<file path="src/rtl/phase_bus_card_responder.sv">
// Responder end of the phase bus for one lamp/ADC card.
// Synchronizes the bus pins, decodes reads and writes for the selected card,
// holds the lamp and mux latches, and sequences one ADC settle/convert cycle
// per mux write.
module phase_bus_card_responder #(
   parameter int BOARD_INDEX        = 0,
   parameter int ADC_SETTLE_CYCLES  = 8,
   parameter int ADC_CONVERT_CYCLES = 40
) (
   input  logic        clock,
   input  logic        reset,
   input  logic [3:0]  board_x,
   input  logic [2:0]  addr_port,
   input  logic        rd_p,
   input  logic        wr_p,
   input  logic        lamp_reset,
   input  logic [7:0]  data_in,
   output logic [7:0]  data_out,
   output logic        data_oe,
   output logic [23:0] lamp_out,
   output logic [2:0]  adc_channel,
   input  logic [15:0] adc_value
);

   localparam int CNT_MAX = (ADC_SETTLE_CYCLES > ADC_CONVERT_CYCLES) ?
                            ADC_SETTLE_CYCLES : ADC_CONVERT_CYCLES;
   localparam int CW      = (CNT_MAX > 1) ? $clog2(CNT_MAX) : 1;
   localparam logic [CW-1:0] SETTLE_LAST = CW'(ADC_SETTLE_CYCLES - 1);
   localparam logic [CW-1:0] CONV_LAST   = CW'(ADC_CONVERT_CYCLES - 1);
   localparam logic [1:0]    SEL_BIT     = 2'(BOARD_INDEX);

   typedef enum logic [1:0] {B_IDLE, B_READ, B_WRITE} bus_state_e;
   typedef enum logic [1:0] {A_IDLE, A_SETTLE, A_CONV} adc_state_e;

   // Synchronizer stages: {lamp_reset, rd_p, wr_p, data_in, addr_port, board_x}
   logic [17:0] sync1_q, sync2_q;

   logic [3:0] bx_s;
   logic [2:0] addr_s;
   logic [7:0] din_s;
   logic       wr_s, rd_s, lrst_s, sel;
   logic       unused_bx;

   assign bx_s      = sync2_q[3:0];
   assign addr_s    = sync2_q[6:4];
   assign din_s     = sync2_q[14:7];
   assign wr_s      = sync2_q[15];
   assign rd_s      = sync2_q[16];
   assign lrst_s    = sync2_q[17];
   assign sel       = bx_s[SEL_BIT];
   assign unused_bx = ^bx_s;

   bus_state_e    bus_q, bus_d;
   adc_state_e    adc_q, adc_d;
   logic [2:0]    hold_addr_q, hold_addr_d;
   logic [7:0]    hold_data_q, hold_data_d;
   logic [23:0]   lamp_q, lamp_d;
   logic [2:0]    ch_q, ch_d;
   logic          err_q, err_d;
   logic          rd6_q, rd6_d;
   logic [CW-1:0] cnt_q, cnt_d;
   logic [15:0]   result_q, result_d;
   logic          commit3;
   logic          busy;
   logic [7:0]    rd_mux;

   assign busy        = (adc_q != A_IDLE);
   assign lamp_out    = lamp_q;
   assign adc_channel = ch_q;
   assign data_oe     = (bus_q == B_READ);
   assign data_out    = (bus_q == B_READ) ? rd_mux : '0;

   // Two-flop synchronizer for every bus input
   always_ff @(posedge clock or posedge reset) begin
      if (reset) begin
         sync1_q <= '0;
         sync2_q <= '0;
      end else begin
         sync1_q <= {lamp_reset, rd_p, wr_p, data_in, addr_port, board_x};
         sync2_q <= sync1_q;
      end
   end

   // Read-data mux over the eight ports
   always_comb begin
      rd_mux = '0;
      case (addr_s)
         3'd0:    rd_mux = lamp_q[7:0];
         3'd1:    rd_mux = lamp_q[15:8];
         3'd2:    rd_mux = lamp_q[23:16];
         3'd3:    rd_mux = {5'b0, ch_q};
         3'd4:    rd_mux = result_q[15:8];
         3'd5:    rd_mux = result_q[7:0];
         3'd6:    rd_mux = {busy, err_q, 3'b0, ch_q};
         default: rd_mux = {4'hA, 2'b0, SEL_BIT};
      endcase
   end

   // State register for bus FSM, latches and ADC sequencer
   always_ff @(posedge clock or posedge reset) begin
      if (reset) begin
         bus_q       <= B_IDLE;
         adc_q       <= A_IDLE;
         hold_addr_q <= '0;
         hold_data_q <= '0;
         lamp_q      <= '0;
         ch_q        <= '0;
         err_q       <= 1'b0;
         rd6_q       <= 1'b0;
         cnt_q       <= '0;
         result_q    <= '0;
      end else begin
         bus_q       <= bus_d;
         adc_q       <= adc_d;
         hold_addr_q <= hold_addr_d;
         hold_data_q <= hold_data_d;
         lamp_q      <= lamp_d;
         ch_q        <= ch_d;
         err_q       <= err_d;
         rd6_q       <= rd6_d;
         cnt_q       <= cnt_d;
         result_q    <= result_d;
      end
   end

   // Bus FSM next state: decode, write capture/commit, error tracking
   always_comb begin
      bus_d       = bus_q;
      hold_addr_d = hold_addr_q;
      hold_data_d = hold_data_q;
      lamp_d      = lamp_q;
      ch_d        = ch_q;
      err_d       = err_q;
      rd6_d       = rd6_q;
      commit3     = 1'b0;
      if (lrst_s) begin
         bus_d  = B_IDLE;
         lamp_d = '0;
         ch_d   = '0;
         err_d  = 1'b0;
         rd6_d  = 1'b0;
      end else begin
         case (bus_q)
            B_IDLE: begin
               if (sel && rd_s && wr_s)
                  err_d = 1'b1;
               else if (sel && rd_s)
                  bus_d = B_READ;
               else if (sel && wr_s)
                  bus_d = B_WRITE;
            end
            B_READ: begin
               // A status read clears err only once the read has finished
               if (!rd_s || !sel) begin
                  bus_d = B_IDLE;
                  if (rd6_q || addr_s == 3'd6)
                     err_d = 1'b0;
                  rd6_d = 1'b0;
               end else if (addr_s == 3'd6) begin
                  rd6_d = 1'b1;
               end
            end
            B_WRITE: begin
               if (!wr_s) begin
                  bus_d = B_IDLE;
                  case (hold_addr_q)
                     3'd0: lamp_d[7:0]   = hold_data_q;
                     3'd1: lamp_d[15:8]  = hold_data_q;
                     3'd2: lamp_d[23:16] = hold_data_q;
                     3'd3: begin
                        ch_d    = hold_data_q[2:0];
                        commit3 = 1'b1;
                     end
                     default: ;
                  endcase
               end else if (!sel) begin
                  bus_d = B_IDLE;
               end else begin
                  hold_addr_d = addr_s;
                  hold_data_d = din_s;
               end
            end
            default: bus_d = B_IDLE;
         endcase
      end
   end

   // ADC sequencer next state: settle, convert, latch result
   always_comb begin
      adc_d    = adc_q;
      cnt_d    = cnt_q;
      result_d = result_q;
      if (lrst_s) begin
         adc_d    = A_IDLE;
         cnt_d    = '0;
         result_d = '0;
      end else if (commit3) begin
         adc_d = A_SETTLE;
         cnt_d = '0;
      end else begin
         case (adc_q)
            A_SETTLE: begin
               if (cnt_q == SETTLE_LAST) begin
                  adc_d = A_CONV;
                  cnt_d = '0;
               end else begin
                  cnt_d = cnt_q + 1'b1;
               end
            end
            A_CONV: begin
               if (cnt_q == CONV_LAST) begin
                  adc_d    = A_IDLE;
                  cnt_d    = '0;
                  result_d = adc_value;
               end else begin
                  cnt_d = cnt_q + 1'b1;
               end
            end
            default: begin
               adc_d = A_IDLE;
               cnt_d = '0;
            end
         endcase
      end
   end

endmodule

</file>
<file path="config.mk">
export PLATFORM = sky130hd
export DESIGN_NAME = phase_bus_card_responder
export DESIGN_NICKNAME = d
export VERILOG_FILES = /design/src/rtl/phase_bus_card_responder.sv
export SDC_FILE = /design/constraint.sdc
export NUM_CORES = 1
export LEC_CHECK = 0
export CAP_MARGIN = 25
export CORE_MARGIN = 2
export CORE_UTILIZATION = 26
export CTS_CLUSTER_SIZE = 24
export DETAILED_ROUTE_END_ITERATION = 10
export GPL_TIMING_DRIVEN = 0
export SYNTH_ARGS = -nofsm -noshare
export SYNTH_HDL_FRONTEND = slang
export SYNTH_SLANG_ARGS = --single-unit
</file>
<file path="constraint.sdc">
create_clock -name clock -period 2.73 [get_ports clock]
set_input_delay 0.4095 -clock clock [delete_from_list [all_inputs] [get_ports clock]]
set_output_delay 0.4095 -clock clock [all_outputs]
set_load 0.01 [all_outputs]
</file>
# Word-level counts from Yosys, hierarchy flattened
# Cells that the tools add are included.
# op_classes
magnitude_cmp,0
addsub,1
bitwise_logic,1
n_eq_ne,25
mux,47
n_mul,0
n_div,0
reduce_logical,31
shifts,0
# ops
operator,n
24-bit 2-to-1 mux,3
16-bit 2-to-1 mux,4
8-bit case mux with 7 select lines,1
8-bit 2-to-1 mux,4
6-bit 2-to-1 mux,4
2-bit 2-to-1 mux,11
2-bit nonzero test,9
"4-bit != test, second input constant",4
3-bit AND reduction,5
"3-bit by 2-bit equality test with 1-bit output, second input constant",4
1-bit 2-to-1 mux,12
3-bit 2-to-1 mux,4
6-bit case mux with 2 select lines,1
4-bit AND reduction,3
"3-bit equality test, second input constant",3
"6-bit by 1-bit adder with 6-bit output, second input constant",1
"3-bit by 1-bit equality test with 1-bit output, second input constant",2
"6-bit by 3-bit equality test with 1-bit output, second input constant",1
"6-bit equality test, second input constant",1
3-bit zero test,2
"3-bit by 1-bit != test with 1-bit output, second input constant",2
"3-bit != test, second input constant",2
2-bit case mux with 3 select lines,1
3-bit nonzero test,2
other kinds (12),19
# word_totals
in_bits,36
latchBits,0
romBits,0
reg_bits,102
wordCells,119
mem_count,0
ramBits,0

# Logic depth before layout (Yosys ltp)
# logic_depth
depth_word,7
depth_mapped,6
depth_no_buf,6

# Worst setup path after synthesis
# OpenSTA, ideal clock, no wires.
# synth_path
path_kind,register to output
startpoint,register sync2_q[5]
endpoint,output port data_out[5]
stages_incl_launch_ff,5
required_ps,2321
path_buffers,2
arrival_ps,1339
slack_ps,982
cell_sequence,dfrtp_1 > clkbuf_1 > clkbuf_1 > o21ai_0 > a311oi_1
# synth_via
elab_chain_len,3
word_cells_on_any_way,9
cone_classes,eq/ne (6); mux (2); reduce/logical (1)
# synth_rtl
element,line,rtl
"start, declared",36,"logic [17:0] sync1_q, sync2_q;"
"start signal, assigned",80,sync2_q <= sync1_q;
"3-bit equality test, or another cell as far along",87,case (addr_s)
8-bit case mux with 7 select lines *,87,
8-bit 2-to-1 mux *,71,assign data_out = (bus_q == B_READ) ? rd_mux : '0;
"end, declared",18,"output logic [7:0] data_out,"
# Mark *: on every way between the ends. The rest lies on a longest branch, timed or not.

# Worst setup path in the final report
# layout_path
startpoint,register sync2_q[4]
endpoint,output port data_out[1]
# Same word-level chain as after synthesis.

==> flow_summary.yaml <==
status:
  status: "completed"
job:
  cap_violations: 0
yosys:
  synth_seq_cells: 96
  netlist_instances: 360
  yosysSeqAreaShare_pct: 57.2
  synth_edf_count: 0
  synth_most_common_cell: "dfrtp_1"
  syn_area_um2: 4200
  netlist_top_cells_area: "dfrtp_1 57%, mux2i_1 9.5%, nand2b_1 5.2%, nor2_1 2.6%, a21oi_1 2.4%"
  yosysTopAreaCellShare_pct: 57.2
  synth_cell_type_count: 44
  synth_nets: 400
  synth_warnings: 0
  synthArstFlopShare_pct: 100
  synth_top_flop_cell: "dfrtp_1"
  syn_area_per_cell_um2: 11.7
  post-synth-top-area-cell: "dfrtp_1"
  synth_top_cells_by_count: "96 x dfrtp_1, 40 x mux2i_1, 35 x nand2b_1"
grt:
  grt_use_met3_pct: 3.36
  grt_overflow: 0
  globalRouteMet2Util_pct: 21.4
  grt_max_degree: 41
  grt_pass1_vias: 3306
  grt_usage_pct: 13.1
  busiest_layer: "met2"
  grt_first_pass_wirelength_um: 17500
  grt_antenna_before_repair: 0
  globalRouteMet1Util_pct: 16.4
worst_setup_path:
  cp.required_ps: 2320
  crit_family: "buffers and inverters"
  crit_type: "reg -> out"
  cp_cell_sequence: "clkbuf_4 -> clkbuf_2 -> o21ai_0 -> a211oi_1 -> nor2_1 -> clkdlybuf4s50_1"
  end_kind: "output port"
  rrSetupSlack_ps: 890
  cp_slowest_stage_delay_ps: 560
  slowest_stage: "clkdlybuf4s50_1"
  worstSetupStartpointType: "register"
  worst-path-buf-inv: 3
  critPathMaxFanout: 10
  cp.arrival_ps: 2200
floorplanning:
  die_area_um2: 17200
  die-width_um: 131
  die_h_um: 131
  coreArea_um2: 15800
  rows: 46
  io_pins: 72
  initial_core_util_pct: 26.5
timing:
  post-route-period-util_pct: 95.6
  tightest_slew_ps: 668
  fin_setup_tns_ps: 0
  setup_viol: 0
  relSlewSlack_pct: 55.3
  slew_viol_final: 0
  rsz0062_at_grt: "false"
  final-hold-violation-count: 0
  skew_ps: 8.31
  hold_slack_ps: 348
  fmax_mhz: 383
  period_needed_ps: 2610
cts:
  cts_hold_buf: 0
  clk_pin_slew_ps: 60
  cts_buffer_depth: 2
  insertion_delay_ps: 340
  htreeDepth: 3
  ctsRootBufferMaster: "clkbuf_16"
  cts_buffers: 9
  postCtsSetupBuffers: 0
  clock-sinks: 96
  cts_tree: "done"
cells_and_area:
  antennaDiodeCount: 0
  post_route_cells_drive_above_1_share_pct: 10.1
  fillers: 1580
  syn2layout_area_growth_pct: 31.3
  fin_nets: 480
routing:
  dr.first_iter.drc_count: 172
  drc_errors: 0
  wire_per_inst_um: 16.2
  vias_per_cell: 4.50
  dr.pass1.iters: 4
  drtAntennaViolNets: 0
  wirelength_um: 10700
  via_count: 2976
power:
  ir_drop_mv: 0.307
  power_density_nw_per_um2: 546
  p_leak_nw: 2.34
min_path:
  min_path_type: "reg -> reg"
placement:
  dp_hpwl_um: 8020
  portBuffers: 68
  gp_congestion: 0.861
[worst paths after layout]
| path | from | endpoint | cells after the start |
|---|---|---|---|
| worst max-delay path | sync2_q[4]$_DFF_PP0_ | data_out[1] | 6 |
| worst min-delay path | sync1_q[8]$_DFF_PP0_ | sync2_q[8]$_DFF_PP0_ | 0 |
| worst max register to register | hold_addr_q[1]$_DFFE_PP0P_ | lamp_out[0]$_DFFE_PP0P_ | 4 |
| worst min register to register | sync1_q[8]$_DFF_PP0_ | sync2_q[8]$_DFF_PP0_ | 0 |
| max in group asynchronous | reset | lamp_out[10]$_DFFE_PP0P_ | 3 |
| min in group asynchronous | reset | hold_data_q[0]$_DFFE_PP0P_ | 2 |
[area by class of cell]
cell class                      instances  area, um^2  area share, %
Buffer                                 18        97.6           1.77
Multi-Input combinational cell        239        1680           30.5
Clock inverter                          6        75.1           1.36
Tap cell                              216         270           4.90
Inverter                                6        27.5          0.499
Timing Repair Buffer                   70         719           13.0
Clock buffer                           10         239           4.33
Sequential cell                        96        2400           43.6
[sequential cells by signal (all words and copies together) (netlist names)]
name and count:
bus_q 2, rd6_q 1, sync1_q 15, err_q 1, sync2_q 15, lamp_out 24, result_q 16, cnt_q 6
hold_addr_q 3, adc_channel 3, adc_q 2, hold_data_q 8
[kinds of logic after synthesis]
kind of cell,share of synthesized area (%)
adders and majority gates,1.19
DFF,57.2
muxes,13.5
xor gates and xnor gates,1.04
buffers and inverters,2.74
and+or+nand+nor,17.7
AOI/OAI and AO/OA,6.61
[worst reg2reg max path: cells and delay by family, from the launching register on]
kind | cells | cell delay [ps]
flops | 1 | 450
compound gates | 1 | 80
simple gates | 3 | 1180
[cells in the final DEF (no fill, tap or decap), types with 2 or more instances in the layout]
| cell | count |
|---|---|
| dfrtp_1 | 96 |
| clkdlybuf4s50_1 | 67 |
| mux2i_1 | 40 |
| nand2b_1 | 35 |
| nor2_1 | 29 |
| nand2_1 | 25 |
| a21oi_1 | 20 |
| nand3_1 | 16 |
| clkbuf_16 | 9 |
| clkbuf_1 | 8 |
| mux2_2 | 8 |
| o21ai_0 | 7 |
| nor2b_1 | 5 |
| buf_2 | 4 |
| inv_1 | 4 |
| o22ai_1 | 4 |
| ha_1 | 4 |
| nand3b_1 | 3 |
| nor3b_1 | 3 |
| o21a_1 | 3 |
| xor2_1 | 3 |
| and3_1 | 3 |
| mux4_2 | 3 |
| nor3_1 | 3 |
| nor4b_4 | 2 |
| nand4b_1 | 2 |
| clkbuf_4 | 2 |
| clkbuf_2 | 2 |
| buf_6 | 2 |
| xnor2_1 | 2 |
| a311oi_1 | 2 |
| o2bb2ai_1 | 2 |
| a31oi_1 | 2 |
| clkinvlp_4 | 2 |
| clkinv_4 | 2 |
| buf_12 | 2 |
[through the flow]
stage | utilization (%) | worst slack, ps | total power, mW | cell area (um^2) | instances
6_report | 34.8 | 120 | 3.01 | 5520 | 661
5_1_grt | 34.8 | 3.23 | 3.13 | 5520 | 661
4_1_cts | 34.8 | 50.2 | 3.04 | 5510 | 661
3_5_place_dp | 32.8 | 160 | 1.74 | 5200 | 646
3_3_place_gp | 32.6 | 125 | 1.73 | 5160 | 644
2_1_floorplan | - | 982 | 1.63 | 4210 | 360
[power breakdown]
| part | switching [mW] | internal, mW |
|---|---|---|
| clock | 0.551 | 0.748 |
| sequential | 0.0477 | 1.47 |
| combinational | 0.101 | 0.0969 |
[metal layers]
layer,up-vias,part of all wire [%]
li1,1402,-
met1,1468,44
met2,88,48
met3,18,5.5
met4,0,2.9
met5,-,0
[repair_timing]
action,CTS,global route
resized for setup,5,2
cloned,0,0
setup endpoints to repair,8,2
(Power assumes the default switching activity.)
